<file path="config.mk">
export PLATFORM = sky130hd
export DESIGN_NAME = pipe_array_arb
export DESIGN_NICKNAME = d
export VERILOG_FILES = /design/src/rtl/pipe_pkg.sv /design/src/rtl/rr_arbiter.sv /design/src/rtl/pipe_array_arb.sv
export SDC_FILE = /design/constraint.sdc
export NUM_CORES = 1
export LEC_CHECK = 0
export ABC_AREA = 1
export CAP_MARGIN = 5
export CORE_MARGIN = 1
export CORE_UTILIZATION = 30
export CTS_CLUSTER_DIAMETER = 50
export CTS_CLUSTER_SIZE = 25
export DETAILED_ROUTE_END_ITERATION = 8
export PLACE_DENSITY_LB_ADDON = 0.25
export SYNTH_ARGS = -nofsm -noshare
export SYNTH_HDL_FRONTEND = slang
export SYNTH_HIERARCHICAL = 1
export SYNTH_SLANG_ARGS = --single-unit
export TNS_END_PERCENT = 20
</file>
<file path="constraint.sdc">
create_clock -name clk -period 3.58 [get_ports clk]
set_clock_uncertainty 0.05 [all_clocks]
set_input_delay 0.716 -clock clk [delete_from_list [all_inputs] [get_ports clk]]
set_output_delay 0.716 -clock clk [all_outputs]
set_load 0.01 [all_outputs]
</file>
<file path="src/rtl/pipe_pkg.sv">
// pipe_pkg: shared constants and types for the pipe_array_arb pipeline array.
//   NUM_CH_DEF, WIDTH_DEF, DEPTH_DEF, SHARED_STAGE_DEF, SHARED_ADD_DEF:
//      default values for the top-level parameters.
//   stage_t: one pipeline stage entry (valid flag + data word).
package pipe_pkg;

   localparam int NUM_CH_DEF       = 2;
   localparam int WIDTH_DEF        = 32;
   localparam int DEPTH_DEF        = 4;
   localparam int SHARED_STAGE_DEF = 2;
   localparam logic [WIDTH_DEF-1:0] SHARED_ADD_DEF = 32'h100;

   typedef struct packed {
      logic                 valid;
      logic [WIDTH_DEF-1:0] data;
   } stage_t;

endpackage

</file>
<file path="src/rtl/rr_arbiter.sv">
// rr_arbiter: round-robin arbiter for the shared arithmetic unit.
// Ports:
//   clk    in   clock, rising edge
//   reset  in   asynchronous active-low reset (pointer -> 0)
//   req    in   NUM_CH request vector
//   gate   in   NUM_CH mask; a gated channel is never granted (flush)
//   grant  out  NUM_CH one-hot grant (all zero when nothing requests)
// Priority starts at the pointer; after a grant the pointer moves to
// grantee+1, otherwise it holds.
module rr_arbiter
   import pipe_pkg::*;
#(
   parameter int NUM_CH = NUM_CH_DEF
) (
   input  logic              clk,
   input  logic              reset,
   input  logic [NUM_CH-1:0] req,
   input  logic [NUM_CH-1:0] gate,
   output logic [NUM_CH-1:0] grant
);

   localparam int PW = (NUM_CH > 1) ? $clog2(NUM_CH) : 1;

   logic [NUM_CH-1:0] eff;
   logic [PW-1:0]     ptr;
   logic [PW-1:0]     ptr_nxt;
   logic [PW-1:0]     k;
   logic              found;

   always_comb begin
      eff     = req & ~gate;
      grant   = '0;
      ptr_nxt = ptr;
      found   = 1'b0;
      k       = '0;
      for (int i = 0; i < NUM_CH; i++) begin
         k = PW'((int'(ptr) + i) % NUM_CH);
         if (!found && eff[k]) begin
            grant[k] = 1'b1;
            found    = 1'b1;
            ptr_nxt  = PW'((int'(k) + 1) % NUM_CH);
         end
      end
   end

   always_ff @(posedge clk or negedge reset) begin
      if (!reset) begin
         ptr <= '0;
      end else begin
         ptr <= ptr_nxt;
      end
   end

endmodule

</file>
<file path="src/rtl/pipe_array_arb.sv">
// pipe_array_arb: NUM_CH independent DEPTH-stage pipelines sharing one adder
// at stage SHARED_STAGE. A round-robin arbiter picks one channel per cycle
// for the shared unit; losers see stall and hold their front stages.
// Ports:
//   clk        in   clock, rising edge
//   reset      in   asynchronous active-low reset
//   in_data    in   NUM_CH*WIDTH, channel c at [c*WIDTH +: WIDTH]
//   in_valid   in   NUM_CH input valid
//   flush      in   NUM_CH per-channel flush (clears valids at next edge)
//   out_data   out  NUM_CH*WIDTH result from the last stage
//   out_valid  out  NUM_CH one-cycle pulse per completed item
//   stall      out  NUM_CH combinational; input not accepted this cycle
// Build option: PIPE_GLOBAL_STALL_EN -- when any channel loses arbitration,
// every channel except the grantee stalls.
module pipe_array_arb
   import pipe_pkg::*;
#(
   parameter int              NUM_CH       = NUM_CH_DEF,
   parameter int              WIDTH        = WIDTH_DEF,
   parameter int              DEPTH        = DEPTH_DEF,
   parameter int              SHARED_STAGE = SHARED_STAGE_DEF,
   parameter logic [WIDTH-1:0] SHARED_ADD  = WIDTH'(SHARED_ADD_DEF)
) (
   input  logic                    clk,
   input  logic                    reset,
   input  logic [NUM_CH*WIDTH-1:0] in_data,
   input  logic [NUM_CH-1:0]       in_valid,
   input  logic [NUM_CH-1:0]       flush,
   output logic [NUM_CH*WIDTH-1:0] out_data,
   output logic [NUM_CH-1:0]       out_valid,
   output logic [NUM_CH-1:0]       stall
);

   localparam logic [WIDTH-1:0] ONE = WIDTH'(1);

   logic [NUM_CH-1:0] req;
   logic [NUM_CH-1:0] grant;
   logic [NUM_CH-1:0] lose;

   rr_arbiter #(.NUM_CH(NUM_CH)) u_arb (
      .clk   (clk),
      .reset (reset),
      .req   (req),
      .gate  (flush),
      .grant (grant)
   );

   // Stall only looks at registered valids, flush and the arbiter pointer,
   // so it never depends on in_valid.
   always_comb begin
      lose = req & ~grant;
`ifdef PIPE_GLOBAL_STALL_EN
      stall = (|lose) ? ~grant : '0;
`else
      stall = lose;
`endif
   end

   for (genvar c = 0; c < NUM_CH; c++) begin : g_ch
      logic [DEPTH-1:0] v;
      logic [WIDTH-1:0] d [DEPTH];

      assign req[c] = v[SHARED_STAGE-1] & ~flush[c];

      // Stalled channel: stages below SHARED_STAGE hold, SHARED_STAGE
      // takes a bubble, stages above keep draining so nothing repeats.
      always_ff @(posedge clk or negedge reset) begin
         if (!reset) begin
            v <= '0;
            for (int s = 0; s < DEPTH; s++) begin
               d[s] <= '0;
            end
         end else if (flush[c]) begin
            v <= '0;
         end else begin
            if (!stall[c]) begin
               v[0] <= in_valid[c];
               if (in_valid[c]) begin
                  d[0] <= in_data[c*WIDTH +: WIDTH];
               end
            end
            for (int s = 1; s < DEPTH; s++) begin
               if (s < SHARED_STAGE) begin
                  if (!stall[c]) begin
                     v[s] <= v[s-1];
                     if (v[s-1]) begin
                        d[s] <= d[s-1] + ONE;
                     end
                  end
               end else if (s == SHARED_STAGE) begin
                  v[s] <= v[s-1] & ~stall[c];
                  if (v[s-1] && !stall[c]) begin
                     d[s] <= d[s-1] + SHARED_ADD;
                  end
               end else begin
                  v[s] <= v[s-1];
                  if (v[s-1]) begin
                     d[s] <= d[s-1] + ONE;
                  end
               end
            end
         end
      end

      assign out_valid[c]                 = v[DEPTH-1];
      assign out_data[c*WIDTH +: WIDTH]   = d[DEPTH-1];
   end

endmodule

</file>
==> metrics, run 1 <==
status completed; Yosys top cell area share 0.445; pwr/cell area 536 mW/mm²; Switching Share 0.335; Adder-Cell Fraction of Synth Area 0.00504; Worst Hold Endpoint out_data[61]$_DFFE_PN0P_; Psw 3.18 mW; Area Overhead vs Synth 18.9%; routing usage on met2 0.224; layout cells sized above 1 0.0738; Die Wd about 220 µm; Routed WL 39.7 mm; Post-synth top flop dfrtp_1; min cycle time layout 3190 ps; Simple-Gate Fraction of Synth Area 0.362; worst-case reg-to-reg path depth 11; M1 GR Usage 0.252; Syn Inst Count about 2.1k; Max Cap Violations 0; Hold Path Cell Cnt 2; Synth Area in Compound Gates 0.0519; clock tree buffer depth 3; CP endpoint kind primary output; RSZ-0062 raised after global routing false; worst skew pair latency 530 ps; kind of critical path input pin to primary output; CTS tree done; post-synthesis sequential area ratio 0.445; Leakage 8.39 nW; Hold Crit Start out_data[61]$_DFFE_PN0P_; crit path DAT 2420 ps; Clk pwr share 0.370; Yosys cell types 27; multi-input logic area ~0.0068 mm²; busiest grt layer met1; Worst setup SP type input pin; mapped cell area about 0.015 mm²; DP HPWL 30.3 mm; met3 usage 0.0235; Comb power frac 0.181; antenna violations before repair 1; Antenna Nets Post-Route 0; max-slew violations 0; gpl congestion 0.845; gr ovfl total 0; largest family of logic cells by synthesized area simple AND/OR/NAND/NOR gates; vias in the first global route 11.9k; first-pass GRT wire length approximately 65 mm; Root Driver clkbuf_16; EDFF count, synth 0; routed vias 12.3k; wire per inst 13.9 µm; period utilization 0.891; largest net degree at the start of global routing roughly 100; register area 0.00663 mm²; critical path fanouts, max 5; Synth area leader dfrtp_1; Synth Register Bits approximately 270; Die ar. 0.0506 mm²; Via density 4.34; H-tree levels 2; # nets final 2,234; Max-slew headroom 0.441; Highest Clock Rate 0.314 GHz; Setup Buffers After CTS 0; antenna cells 0; core box area 0.0490 mm²; post-synthesis mux area share 0; HP Class flip-flop to flip-flop; setup violators final 0; drt drc 0; r2r endpoint g_ch[0].d[107]$_DFFE_PN0P_; clock-pin slew on the worst setup and hold paths 60 ps; IO Port Bufs about 140; PnR worst setup slack a little under 400 ps; Syn Nets 2,156; Syn. warnings 6; Starting DRT DRC Count 727; fill count roughly 5.2k; Total Power 9.50 mW; Req. time, crit path 2810 ps; cells taking the most area after synthesis dfrtp_1 (44%), nand2_1 (20%), nand3_1 (6.3%); Clock Sinks 265; chip height 225 µm; dpl ws about 400 ps; part of the power in registers 0.449; final hold vios 0; Slew @ Worst Pin 838 ps; CTS Buf Count 37; GRT Util Overall 0.161; Avg Synthesized Cell Area 7.17 µm²; Max VDD drop 0.000270 V; xor-xnor portion of the synthesized cell area 0.0335; share of synthesized registers carrying an async set or reset 1.00; Pre-antenna DRT Iters 5; I/O Pins 138; r2r startpoint g_ch[0].v[1]$_DFFE_PN0P_; Post-Route Setup TNS 0 ps; initial core utilization 0.305; setup slack, reg-to-reg 1560 ps; Internal Power roughly 6.3 mW; Rows 81
[what timing repair did]
item | CTS | global route
gates resized for setup | 0 | 0
hold endpoints to repair | 6 | 0
hold buffers | 1 | 0
[stage by stage]
| stage | hold WS, ps | cell area (µm²) | cells | util |
|---|---|---|---|---|
| floorplan | 370 | 14900 | 2080 | - |
| global placement | 413 | 16500 | 2782 | 0.337 |
| detailed placement | 420 | 16500 | 2782 | 0.337 |
| CTS | 429 | 17700 | 2847 | 0.362 |
| global route | 453 | 17700 | 2847 | 0.362 |
| finish | 427 | 17700 | 2847 | 0.362 |
[cell usage in the layout (no fill, tap or decap), types with 14 or more instances in the layout]
cell,count
nand2_2,16
clkdlybuf4s50_1,136
nor2_1,222
clkbuf_16,37
dfrtp_1,265
xor2_1,51
nor2_4,27
o21ai_0,95
inv_1,200
nand3_1,187
a21oi_1,46
buf_4,14
nand2_1,789
nor2_2,28
[Yosys cell counts, types with 6 or more instances]
cell type  instances
nand2_1          789
dfrtp_1          265
nor2_1           222
inv_1            200
nand3_1          189
o21ai_0           95
buf_4             75
xor2_1            51
a21oi_1           46
nor2_2            28
nor2_4            27
buf_2             24
nand2_2           16
clkbuf_1          14
ha_1               6
o21bai_1           6
xnor2_1            6
[power by group through the flow]
| stage | Clock (mW) | Combinational [mW] | Sequential (mW) |
|---|---|---|---|
| 3_5_place_dp | 0 | 1.73 | 4.32 |
| 4_1_cts | 3.64 | 1.75 | 4.26 |
| 2_1_floorplan | 0 | 1.27 | 4.07 |
| 6_report | 3.52 | 1.72 | 4.26 |
| 5_1_grt | 3.77 | 2.00 | 4.37 |
| 3_3_place_gp | 0 | 1.71 | 4.31 |
[state kept, by name, summed over array words and instances (netlist names)]
signal and flops:
g_ch.v 8, u_arb/ptr 1, g_ch.d 192, out_data 64
[worst max-delay path, stage by stage]
cell	delay, ps
clkdlybuf4s50_1	480
nor2_2	220
inv_1	70
nor2_1	100
nand2_1	60
nand2_1	70
inv_1	40
nand2_1	120
inv_1	70
clkdlybuf4s50_1	480
[final cells by class]
| type | instances | share of cell area |
|---|---|---|
| inverters | 203 | 0.0430 |
| well taps | 664 | 0.0469 |
| clock buffers | 40 | 0.0540 |
| clock inverters | 24 | 0.0130 |
| repair buffers | 155 | 0.0876 |
| multi-input cells | 1496 | 0.381 |
| flip-flops and latches | 265 | 0.374 |
[layer usage]
layer | vias up | share of wire
li1 | 6545 | -
met4 | 2 | 0.024
met1 | 5533 | 0.53
met2 | 207 | 0.40
met5 | - | 0.00033
met3 | 56 | 0.042
[cells by family after synthesis]
kind of cell,count (synthesis)
AND/OR/NAND/NOR,1282
buffers and inverters,319
adder cells (fa/ha/maj),6
flip-flops,265
XOR/XNOR,57
AO/OA/AOI/OAI,151
[how the worst max path moves through the flow]
stage | from | to | cells after the start | slack, ps
final | flush[0] | stall[0] | 10 | 390
after global routing | flush[1] | stall[0] | 9 | 250
after CTS | flush[0] | stall[0] | 10 | 390
after detailed placement | flush[0] | stall[0] | 10 | 400
after global placement | flush[1] | stall[0] | 9 | 400
after floorplan | flush[0] | stall[0] | 8 | 1500
(Power assumes the default switching activity.)
==> run 2: changes to the inputs <==
Settings changed: ABC_AREA 1 to not set.
==> metrics, run 2 <==
status completed (unchanged); Comb power frac 0.137 (was 0.181); Syn. warnings 6 (unchanged); Largest Register g_ch.d (unchanged); first-pass GRT wire length 48.3 mm (was 65.3 mm); most common cell after layout, fill and taps aside dfrtp_1 (was nand2_1); EDFF count, synth 0 (unchanged); min cycle time layout 3370 ps (was 3190 ps); drt drc 0 (unchanged); multi-input logic area 0.00596 mm² (was 0.00675 mm²); Max-slew headroom 0.537 (was 0.441); largest net degree at the start of global routing 94 (was 104); I/O Pins 138 (unchanged); Synth Register Bits 265 (unchanged); Leakage 6.40 nW (was 8.39 nW); Die ar. 0.0454 mm² (was 0.0506 mm²); CTS tree done (unchanged); mapped cell area 0.0134 mm² (was 0.0149 mm²); Fin Hold WS 129 ps (was 427 ps); chip height 213 µm (was 225 µm); PnR worst setup slack 212 ps (was 390 ps); DP HPWL 22.0 mm (was 30.3 mm); Highest Clock Rate 0.297 GHz (was 0.314 GHz); # nets final 1,461 (was 2,234); worst skew pair latency 540 ps (was 530 ps); H-tree levels 2 (unchanged); Area Overhead vs Synth 20.5% (was 18.9%); dpl ws 99.7 ps (was 404 ps); Post-synth top flop dfrtp_1 (unchanged); Switching Share 0.295 (was 0.335); slowest library cell on the worst path clkdlybuf4s50_1 (unchanged); Syn Inst Count 1,317 (was 2,080); Antenna Nets Post-Route 0 (unchanged); Largest register FFs 192 (unchanged); IO Port Bufs 137 (unchanged); Rows 77 (was 81); antenna cells 0 (unchanged); Psw 2.62 mW (was 3.18 mW); Yosys top cell area share 0.496 (was 0.445); setup violators final 0 (unchanged); Clock Sinks 265 (unchanged); Synth area leader dfrtp_1 (unchanged); Routed WL 29.4 mm (was 39.7 mm); Max VDD drop 0.000349 V (was 0.000270 V); Via density 4.45 (was 4.34); fin cells 2,003 (was 2,847); vias in the first global route 8,701 (was 11.9k); kind of critical path input pin to primary output (unchanged); CP most frequent cell clkdlybuf4s50_1; final hold vios 0 (unchanged); crit path DAT 2600 ps (was 2420 ps); core box area 0.0441 mm² (was 0.0490 mm²); Slew @ Worst Pin 694 ps (was 838 ps); most frequent cells in the layout dfrtp_1 (265), nand2_1 (234), clkdlybuf4s50_1 (136) (was nand2_1 (789), dfrtp_1 (265), nor2_1 (222)); clock tree buffer depth 3 (unchanged); clock-pin slew on the worst setup and hold paths 60 ps (about the same); RSZ-0062 raised after global routing false (unchanged); Die Wd 213 µm (was 225 µm); Inst Count DP 1,941 (was 2,782); layout cells sized above 1 0.143 (was 0.0738); period utilization 0.941 (was 0.891); CP endpoint kind primary output (unchanged); critical path, cell by cell clkdlybuf4s50_1 -> nor2b_2 -> nand2b_1 -> nor2_1 -> inv_1 -> and2_1 -> clkdlybuf4s50_1 (was clkdlybuf4s50_1 -> nor2_2 -> inv_1 -> nor2_1 -> nand2_1 -> nand2_1 -> inv_1 -> nand2_1 -> inv_1 -> clkdlybuf4s50_1); HP Class input pin to async pin (was flip-flop to flip-flop); Yosys cell types 44 (was 27); wire per inst 14.7 µm (was 13.9 µm); GRT Util Overall 0.135 (was 0.161); Pre-antenna DRT Iters 4 (was 5); post-synthesis sequential area ratio 0.496 (was 0.445); fill count 4,502 (was 5,179); Setup Buffers After CTS 0 (unchanged); Avg Synthesized Cell Area 10.2 µm² (was 7.17 µm²); register area 0.00663 mm² (unchanged); Worst setup SP type input pin (unchanged); share of synthesized registers carrying an async set or reset 1.00 (unchanged); Req. time, crit path 2810 ps (about the same); antenna violations before repair 0 (was 1); CTS Buf Count 34 (was 37); Root Driver clkbuf_16 (unchanged); Starting DRT DRC Count 358 (was 727); routed vias 8,916 (was 12.3k); max-slew violations 0 (unchanged); Syn Nets 1,393 (was 2,156); initial core utilization 0.303 (was 0.305); gr ovfl total 0 (unchanged); Post-Route Setup TNS 0 ps (unchanged); cells taking the most area after synthesis dfrtp_1 (50%), mux2_2 (7.0%), nand2_1 (6.6%) (was dfrtp_1 (44%), nand2_1 (20%), nand3_1 (6.3%)); Internal Power 6.25 mW (was 6.32 mW); most common cell in the synthesized netlist dfrtp_1 (was nand2_1); critical path fanouts, max 5 (unchanged); pwr/cell area 550 mW/mm² (was 536 mW/mm²); part of the power in registers 0.470 (was 0.449); Max Cap Violations 0 (unchanged); CP peak stage delay 590 ps (was 480 ps); gpl congestion 0.764 (was 0.845); Layout Utilization 0.366 (was 0.362); Clk pwr share 0.393 (was 0.370); Post-synth top cells dfrtp_1 (265), nand2_1 (235), o21ai_0 (115), xnor2_1 (89), mux2_2 (83) (was nand2_1 (789), dfrtp_1 (265), nor2_1 (222), inv_1 (200), nand3_1 (189))
[run 2: cell types whose count changed after synthesis, sizes merged, moves of 26 or more]
cell    change
a21oi      -44
clkbuf     +26
inv       -182
mux2       +83
nand2     -570
nand3     -130
nand4      +40
nor2      -247
nor3       +31
o21ai      +74
xnor2      +83
[run 2: power by group through the flow]
stage / clock (mW) / combinational [mW] / sequential [mW]
2_1_floorplan: 0 / 0.890 / 4.01
3_3_place_gp: 0 / 1.21 / 4.19
3_5_place_dp: 0 / 1.24 / 4.23
4_1_cts: 3.62 / 1.25 / 4.17
5_1_grt: 3.73 / 1.40 / 4.28
6_report: 3.49 / 1.21 / 4.17
[run 2: routing by layer]
layer  vias up  GRT usage  wire length, µm
met3        40     0.0271             1200
met4         0     0.0520              703
met1      4152      0.202            15400
met2       127      0.189            12100
li1       4597          -                -
met5         -          0                0
[run 2: path summary, 6_finish.rpt]
path	from	endpoint	slack [ps]	cells after the start
setup reg to reg	g_ch[0].v[1]$_DFFE_PN0P_	g_ch[0].d[121]$_DFFE_PN0P_	1440	8
hold / removal	reset	out_data[26]$_DFFE_PN0P_	130	1
min in group clk	out_data[15]$_DFFE_PN0P_	out_data[15]$_DFFE_PN0P_	420	2
max in group asynchronous	reset	g_ch[1].d[112]$_DFFE_PN0P_	2330	2
setup / recovery	flush[1]	stall[1]	210	7
hold reg to reg	out_data[15]$_DFFE_PN0P_	out_data[15]$_DFFE_PN0P_	420	2
[run 2: cell families after synthesis]
kind of cell    Yosys count  share of synthesized area
simple gates            483                      0.194
compound gates          177                     0.0675
mux                      83                     0.0699
xor+xnor                164                      0.107
buf+inv                 139                     0.0599
fa+ha+maj                 6                    0.00561
flops                   265                      0.496
[run 2: critical path: cells and delay by family]
kind          cells  cell delay (ps)
buf+inv           3             1160
simple gates      4              710
[run 2: cell type report]
type,count,area share
Multi-Input combinational cell,913,0.369
Clock buffer,42,0.0584
Sequential cell,265,0.411
Inverter,20,0.00465
Clock inverter,20,0.0140
Timing Repair Buffer,151,0.0965
Tap cell,592,0.0459
[run 2: repair_timing]
action | CTS | global route
hold buffers | 0 | 0
gates resized for setup | 0 | 1
endpoints found under the setup margin | 0 | 1
[run 2: through the flow]
| step | instance area, µm² | total power [mW] |
|---|---|---|
| after floorplan | 13400 | 4.90 |
| after global placement | 15000 | 5.41 |
| after detailed placement | 15000 | 5.47 |
| after global routing | 16100 | 9.42 |
| after CTS | 16100 | 9.03 |
| final | 16100 | 8.87 |
==> run 3: changes to the inputs <==
Clock period 3.58 ns to 4.3 ns, I/O delays scaled along.
==> metrics, run 3 (synthesis results as in run 2) <==
status completed (unchanged); pwr/cell area 471 mW/mm² (was 550 mW/mm²); PnR worst setup slack 615 ps (was 212 ps); period utilization 0.857; routed vias 8,914 (was 8,916); Pre-antenna DRT Iters 4 (unchanged); initial core utilization 0.303 (unchanged); Largest register FFs 192 (unchanged); RSZ-0062 raised after global routing false (unchanged); wire per inst 14.7 µm (about the same); Leakage 6.43 nW (was 6.40 nW); GRT Util Overall 0.136 (was 0.135); largest net degree at the start of global routing 86 (was 94); Max Cap Violations 0 (unchanged); # nets final 1,463 (was 1,461); H-tree levels 2 (unchanged); Slew @ Worst Pin 1140 ps (was 694 ps); crit path DAT 2780 ps (was 2600 ps); most common cell after layout, fill and taps aside dfrtp_1 (unchanged); Fin Hold WS 249 ps (was 129 ps); clock tree buffer depth 3 (unchanged); antenna violations before repair 0 (unchanged); CP peak stage delay 600 ps (was 590 ps); multi-input logic area 0.00595 mm² (was 0.00596 mm²); CTS Hold Bufs 0 (unchanged); I/O Pins 138 (unchanged); register area 0.00663 mm² (unchanged); worst-case reg-to-reg path depth 8 (unchanged); first-pass GRT wire length 48.8 mm (was 48.3 mm); gr ovfl total 0 (unchanged); IO Port Bufs 137 (unchanged); setup violators final 0 (unchanged); Die ar. 0.0454 mm² (unchanged); routed wl met3 1.25 mm (was 1.20 mm); Largest Register g_ch.d (unchanged); CTS tree done (unchanged); Worst setup SP type input pin (unchanged); most frequent cells in the layout dfrtp_1 (265), nand2_1 (234), clkdlybuf4s50_1 (136) (unchanged); drt drc 0 (unchanged); final hold vios 0 (unchanged); antenna cells 0 (unchanged); Rows 77 (unchanged); Layout Utilization 0.367 (was 0.366); HP Class input pin to async pin (unchanged); vias in the first global route 8,702 (was 8,701); DP HPWL 22.1 mm (was 22.0 mm); Max-slew headroom 0.243 (was 0.537); Routed met2 length 12.0 mm (was 12.1 mm); Die Wd 213 µm (unchanged); Req. time, crit path 3390 ps (was 2810 ps); Inst Count DP 1,941 (unchanged); core box area 0.0441 mm² (unchanged); Post-Route Setup TNS 0 ps (unchanged); fin cells 2,006 (was 2,003); kind of critical path input pin to primary output (unchanged); slowest library cell on the worst path clkdlybuf4s50_1 (unchanged); Root Driver clkbuf_16 (unchanged); worst skew pair latency 540 ps (about the same); cts repair resizes 0 (unchanged); dpl ws 616 ps (was 99.7 ps); layout cells sized above 1 0.144 (was 0.143); Total Power 7.62 mW (was 8.87 mW); critical path, cell by cell clkdlybuf4s50_1 -> nor2b_1 -> nor3b_2 -> nor2_1 -> inv_1 -> and2_1 -> clkdlybuf4s50_1 (was clkdlybuf4s50_1 -> nor2b_2 -> nand2b_1 -> nor2_1 -> inv_1 -> and2_1 -> clkdlybuf4s50_1); clock-pin slew on the worst setup and hold paths 60 ps (about the same); Final Cell Area 0.0162 mm² (was 0.0161 mm²); min cycle time layout approximately 3700 ps; Clock Sinks 265 (unchanged); met1 wire length 15.6 mm (was 15.4 mm); Max VDD drop 0.000261 V (was 0.000349 V); max-slew violations 0 (unchanged); Routed WL 29.5 mm (was 29.4 mm); Setup Buffers After CTS 0 (unchanged); chip height 213 µm (unchanged); critical path fanouts, max 5 (unchanged); CP most frequent cell clkdlybuf4s50_1 (unchanged); Via density 4.44 (was 4.45); critical path's top delay family buffers and inverters (unchanged); Crit path buffers/inverters 3 (unchanged); setup slack, reg-to-reg 1960 ps (was 1440 ps); Area Overhead vs Synth 20.9% (was 20.5%); CP endpoint kind primary output (unchanged); fill count 4,484 (was 4,502); CTS Buf Count 36 (was 34); r2r endpoint g_ch[1].d[123]$_DFFE_PN0P_ (was g_ch[0].d[121]$_DFFE_PN0P_); Antenna Nets Post-Route 0 (unchanged); Starting DRT DRC Count 487 (was 358); highest metal used met4 (unchanged); Highest Clock Rate 0.271 GHz; r2r startpoint g_ch[1].v[1]$_DFFE_PN0P_ (was g_ch[0].v[1]$_DFFE_PN0P_); gpl congestion 0.765 (was 0.764); Post-DP Area 0.0149 mm² (was 0.0150 mm²)
run 3: how the worst max path moves through the flow:
stage              from                    endpoint  slack, ps  cells after the start
6_report       flush[0]                    stall[1]        610                      7
5_1_grt        flush[1]                    stall[0]        460                      6
4_1_cts        flush[0]                    stall[1]        590                      7
3_5_place_dp   flush[0]                    stall[1]        620                      7
3_3_place_gp   flush[0]                    stall[1]        630                      7
2_1_floorplan  flush[0]  g_ch[0].d[101]$_DFFE_PN0P_       1680                      9
run 3: cell type report:
type / count / share of cell area
Timing Repair Buffer: 151 / 0.0931
Clock inverter: 22 / 0.0186
Sequential cell: 265 / 0.410
Clock buffer: 43 / 0.0599
Tap cell: 592 / 0.0458
Multi-Input combinational cell: 913 / 0.368
Inverter: 20 / 0.00464
run 3: report_power, final:
| group | switching [mW] | total, mW | internal (mW) |
|---|---|---|---|
| clock | 1.20 | 3.15 | 1.95 |
| sequential | 0.541 | 3.48 | 2.93 |
| combinational | 0.459 | 1.00 | 0.542 |
run 3: per-layer routing:
metal / global-route usage / vias to the layer above
met1: 0.205 / 4158
li1: - / 4603
met2: 0.190 / 116
met4: 0.0387 / 0
met5: 0 / -
met3: 0.0319 / 37
run 3: worst register-to-register path: stages (launching register included):
cell      delay (ps)
dfrtp_1          330
nor2b_1          280
nand2b_1         120
nor2_1           140
inv_1             60
a21oi_1          250
and2_1           360
buf_12           240
mux2_2           360
